**config.mk**
```make
export PLATFORM = sky130hd
export DESIGN_NAME = fir_frame_features
export DESIGN_NICKNAME = d
export VERILOG_FILES = /design/src/rtl/fir_frame_features.sv
export SDC_FILE = /design/constraint.sdc
export NUM_CORES = 1
export LEC_CHECK = 0
export CORE_MARGIN = 2
export CORE_UTILIZATION = 55
export CTS_BUF_LIST = sky130_fd_sc_hd__clkbuf_2 sky130_fd_sc_hd__clkbuf_4 sky130_fd_sc_hd__clkbuf_8
export DETAILED_ROUTE_END_ITERATION = 16
export GPL_ROUTABILITY_DRIVEN = 0
export PLACE_DENSITY = 0.79
export SYNTH_ARGS = -nofsm -noshare
export SYNTH_HDL_FRONTEND = slang
export SYNTH_SLANG_ARGS = --single-unit
```
**constraint.sdc**
```tcl
create_clock -name CLK -period 6 [get_ports CLK]
set_clock_uncertainty 0.2 [all_clocks]
set_input_delay 0.6 -clock CLK [delete_from_list [all_inputs] [get_ports CLK]]
set_output_delay 0.6 -clock CLK [all_outputs]
set_load 0.03 [all_outputs]
```
**src/rtl/fir_frame_features.sv**
```systemverilog
`default_nettype none
// ============================================================================
// Module   : fir_frame_features
// Purpose  : Reduces fixed-length frames of FIR output to energy, peak and
//            zero-crossing features behind a one-entry valid/ready slot.
//            Optional macro FEAT_OVERRUN_CNT_EN adds a dropped-frame counter.
// Revision : 1.0 - initial release
// ============================================================================
module fir_frame_features #(
  parameter int DW        = 32,
  parameter int FRAME_LEN = 256,
  parameter int AW        = 48,
  parameter int CW        = 16
) (
  input  logic          CLK,
  input  logic          RST,
  input  logic          in_valid,
  input  logic [DW-1:0] in_data,
  output logic          feat_valid,
  input  logic          feat_ready,
  output logic [AW-1:0] feat_energy,
  output logic [DW-1:0] feat_peak,
  output logic [CW-1:0] feat_zcr,
  output logic [CW-1:0] feat_frame_idx,
  output logic          overrun
`ifdef FEAT_OVERRUN_CNT_EN
  ,
  output logic [CW-1:0] overrun_cnt
`endif
);

  localparam int              c_CNTW = (FRAME_LEN > 1) ? $clog2(FRAME_LEN) : 1;
  localparam logic [c_CNTW-1:0] c_LAST = c_CNTW'(FRAME_LEN - 1);

  logic [c_CNTW-1:0] r_cnt;
  logic [AW-1:0]     r_energy;
  logic [DW-1:0]     r_peak;
  logic [CW-1:0]     r_zcr;
  logic [CW-1:0]     r_frame_idx;
  logic              r_prev_sign;

  logic              r_feat_valid;
  logic [AW-1:0]     r_feat_energy;
  logic [DW-1:0]     r_feat_peak;
  logic [CW-1:0]     r_feat_zcr;
  logic [CW-1:0]     r_feat_idx;
  logic              r_overrun;

  logic              w_sign;
  logic [DW-1:0]     w_abs;
  logic [AW:0]       w_energy_sum;
  logic [AW-1:0]     w_energy_next;
  logic [DW-1:0]     w_peak_next;
  logic [CW-1:0]     w_zcr_next;
  logic              w_last;
  logic              w_pop;
  logic              w_load;
  logic              w_drop;

  // Two's-complement negation in DW bits: -2^(DW-1) maps to 2^(DW-1),
  // which is exactly representable as an unsigned DW-bit magnitude.
  assign w_sign = in_data[DW-1];
  assign w_abs  = w_sign ? (~in_data + 1'b1) : in_data;

  assign w_energy_sum  = {1'b0, r_energy} + (AW+1)'(w_abs);
  assign w_energy_next = w_energy_sum[AW] ? {AW{1'b1}} : w_energy_sum[AW-1:0];
  assign w_peak_next   = (w_abs > r_peak) ? w_abs : r_peak;
  assign w_zcr_next    = ((w_sign != r_prev_sign) && (r_zcr != {CW{1'b1}}))
                         ? r_zcr + 1'b1 : r_zcr;

  assign w_last = in_valid && (r_cnt == c_LAST);
  assign w_pop  = r_feat_valid && feat_ready;
  assign w_load = w_last && (!r_feat_valid || feat_ready);
  assign w_drop = w_last && r_feat_valid && !feat_ready;

  always_ff @(posedge CLK) begin
    if (RST) begin
      r_cnt         <= '0;
      r_energy      <= '0;
      r_peak        <= '0;
      r_zcr         <= '0;
      r_frame_idx   <= '0;
      r_prev_sign   <= 1'b0;
      r_feat_valid  <= 1'b0;
      r_feat_energy <= '0;
      r_feat_peak   <= '0;
      r_feat_zcr    <= '0;
      r_feat_idx    <= '0;
      r_overrun     <= 1'b0;
    end else begin
      if (in_valid) begin
        r_prev_sign <= w_sign;
        if (w_last) begin
          r_cnt       <= '0;
          r_energy    <= '0;
          r_peak      <= '0;
          r_zcr       <= '0;
          r_frame_idx <= r_frame_idx + 1'b1;
        end else begin
          r_cnt    <= r_cnt + 1'b1;
          r_energy <= w_energy_next;
          r_peak   <= w_peak_next;
          r_zcr    <= w_zcr_next;
        end
      end
      // A completing frame may reload the slot in the same cycle it is popped.
      if (w_load) begin
        r_feat_valid  <= 1'b1;
        r_feat_energy <= w_energy_next;
        r_feat_peak   <= w_peak_next;
        r_feat_zcr    <= w_zcr_next;
        r_feat_idx    <= r_frame_idx;
      end else if (w_pop) begin
        r_feat_valid <= 1'b0;
      end
      if (w_drop) begin
        r_overrun <= 1'b1;
      end
    end
  end

`ifdef FEAT_OVERRUN_CNT_EN
  logic [CW-1:0] r_overrun_cnt;

  always_ff @(posedge CLK) begin
    if (RST) begin
      r_overrun_cnt <= '0;
    end else if (w_drop && (r_overrun_cnt != {CW{1'b1}})) begin
      r_overrun_cnt <= r_overrun_cnt + 1'b1;
    end
  end

  assign overrun_cnt = r_overrun_cnt;
`endif

  assign feat_valid     = r_feat_valid;
  assign feat_energy    = r_feat_energy;
  assign feat_peak      = r_feat_peak;
  assign feat_zcr       = r_feat_zcr;
  assign feat_frame_idx = r_feat_idx;
  assign overrun        = r_overrun;

endmodule
`default_nettype wire

```
==> summary.txt <==
Status
  • Outcome: finished, final reports clean

Power
  • Clock network power share: 36.0%
  • P_int: roughly 2900 uW
  • Pwr Density: around 270 nW/um^2
  • Reg power frac: 39.8%
  • Sw power: 1320 uW
  • VDD IR-drop max: 161 uV
  • Gate power share: 24.2%
  • Pwr Total: 4210 uW
  • Sw Ratio: 31.3%
  • Lkg Pwr: about 0.0058 uW

Routing
  • Final WL: 35,200 um
  • Via count: 12,100
  • Post-route ant nets: 0
  • Post-DR wirelength/cell: 17.7 um
  • # DRC: 0
  • DR vias/cell: 6.07
  • Pre-antenna DRT Iters: 7
  • DRT iter0 DRCs: 887

STA
  • Final Hold Viols: 0
  • Hold WS: 0.252 ns
  • Slew HR: 33.2%
  • Slew @ Worst Pin: just under 1 ns
  • Final worst slack: 0.436 ns
  • Period utilisation layout: slightly above 90%
  • Setup violators final: 0
  • RSZ-0062 raised after global routing: no
  • Max Slew Vio Count: 0
  • Minimum clock period: between 5 and 6 ns
  • Fmax: about 180 MHz

Synth
  • Area share of the largest cell type after synthesis: 37.3%
  • Yosys top cell by area: dfxtp_1
  • FF+latch count, synth: ~240
  • Commonest cells post-synth: dfxtp_1, nand2_1, nor2_1
  • Netlist cell types: 76
  • Sequential share of the synthesized area: 37.3%
  • Syn avg cell area: 8.20 um^2
  • Ys Warns: 0
  • Post-Syn Area: 12,600 um^2
  • Ys async rst share: 0%
  • Mapped Cells: between 1,500 and 2,000
  • Top_reg_cell synth: dfxtp_1
  • Top-count cell post-synth: dfxtp_1
  • Mapped Nets: 1,646
  • Top post-synthesis cells by area: dfxtp_1, ha_1, nand2_1, a21oi_1, nor2_1
  • Post-synth EDFFs: 0

Global routing
  • Global-route wire length before repair: 57,400 um
  • Antenna violations before repair: 0
  • Number of global-route vias before repair: ~11,000
  • Largest net degree at the start of global routing: 80
  • Tot GR Track Use: 28.9%
  • GRT overflow: 0

Floorplan
  • Total Die Area: 24,200 um^2
  • Initial Util: 55.9%
  • Ports: 150
  • # rows: 55
  • Core Footprint: 22,600 um^2
  • Die X: 155 um
  • Die height: 155 um

Clocking
  • Hold buffer count at CTS: 0
  • Reg clk slew, reported paths: 0.06 ns
  • Postcts setup bufs: 0
  • Root buf cell: clkbuf_8
  • Clk_lat worst skew: 0.55 ns
  • Post-CTS sizing: 0
  • H-tree depth: 2
  • Clock buffer depth: 3
  • Number of buffers created by CTS: 39
  • CTS tree: done
  • Clock sink total: roughly 240

Placement
  • Port Buffers: 149
  • DP Cell Count: 1,925
  • Final HPWL DP: between 20,000 and 30,000 um
  • Pre-CTS WS: -0.0388 ns

Finish
  • Number of diodes: 0
  • Layout fillers: 1,868
  • Final std cells w/o fill: 1,994
  • Fraction of layout cells with a size suffix above 1: under 10%
  • Fin nets: 1,789
  • Area grow syn2layout: 22.3%

Hold path
  • Worst Hold Class: register to register

Job
  • MaxCap Viol Count: 0

Critical path
  • Critical path type: input pin to register
  • CP arrival: between 5 and 6 ns
  • Endpoint class of the critical path: register
  • CP max FO: 7
  • CP required: 6.29 ns
  • Startpoint types: input pin
[per-stage QoR]
| stage | util, % | cell area, um^2 | TNS (ns) |
|---|---|---|---|
| floorplan | - | 12600 | 0 |
| global placement | 64.6 | 14600 | 0 |
| detailed placement | 64.6 | 14600 | -0.119 |
| CTS | 68.3 | 15400 | 0 |
| global route | 68.3 | 15400 | 0 |
| finish | 68.3 | 15400 | 0 |
[registers in the layout (all words and copies together), names as in the netlist]
name,count
feat_energy,48
r_frame_idx,16
feat_peak,32
r_cnt,8
r_zcr,16
feat_zcr,16
overrun,1
r_energy,48
r_prev_sign,1
r_peak,32
feat_valid,1
feat_frame_idx,16
[power by group through the flow]
| stage | combinational, uW | sequential (uW) | clock (uW) |
|---|---|---|---|
| after global routing | 1130 | 1680 | 1610 |
| after detailed placement | 993 | 1710 | 0 |
| after global placement | 974 | 1710 | 0 |
| final | 1020 | 1680 | 1510 |
| after floorplan | 707 | 1690 | 0 |
| after CTS | 1000 | 1670 | 1530 |
[layout make-up]
type / instances / area (um^2) / share of cell area, %
inverter: 40 / 150 / 0.974
sequential: 235 / 4700 / 30.5
clock inverter: 6 / 61.3 / 0.398
multi-input combinational: 1160 / 7390 / 48.0
tap: 285 / 357 / 2.31
clock buffer: 63 / 773 / 5.02
timing repair buffer: 205 / 1980 / 12.8
[metal layers]
metal	GRT usage, %	part of all wire, %
met4	8.65	2.4
met3	4.93	8.0
met5	0	0
met1	42.0	47
met2	44.2	43
[final timing paths]
| kind | from | to | slack [ns] | cells after the start |
|---|---|---|---|---|
| setup / recovery | in_data[0] | r_energy[37] | 0.44 | 20 |
| hold / removal | feat_peak[8] | feat_peak[8] | 0.25 | 2 |
| hold reg to reg | feat_peak[8] | feat_peak[8] | 0.25 | 2 |
| setup reg to reg | r_energy[32] | r_energy[28] | 2.10 | 10 |
[worst max-delay path, stage by stage]
cell             delay [ns]
clkdlybuf4s50_1        0.52
inv_1                  0.13
ha_1                   0.17
nand2b_1               0.08
or3b_1                 0.41
or3_1                  0.36
or3_1                  0.39
nand2b_1               0.26
o31ai_1                0.32
xnor2_1                0.14
ha_1                   0.31
nand2_1                0.07
or2_0                  0.26
or4_1                  0.53
a21oi_1                0.24
o2111ai_1              0.19
nand3b_1               0.28
nand2_1                0.16
or3_1                  0.37
nand3_1                0.07
[placed cells by master, fill, tap and decap left out, drive strengths merged, types with 41 or more instances in the layout]
cell,synthesis,final
clkbuf,96,63
nand3,90,90
o21ai,95,95
dfxtp,235,235
buf,7,58
xnor2,55,55
inv,40,41
nor2,144,144
ha,71,71
a211oi,54,54
clkdlybuf4s50,0,147
nand2,154,154
a21oi,113,113
[cells by family (layout without fill, tap and decap cells)]
kind of cell               count (synthesis)  after routing  synth area share (%)
DFF                                      235            235                  37.3
xor gates and xnor gates                  94             94                  6.53
AOI/OAI and AO/OA                        429            429                  22.7
and+or+nand+nor                          556            556                  21.2
buffers and inverters                    143            314                  4.28
muxes                                      9              9                 0.714
adders and majority gates                 72             72                  7.20
Note: power is estimated with default switching activity, not from simulation.
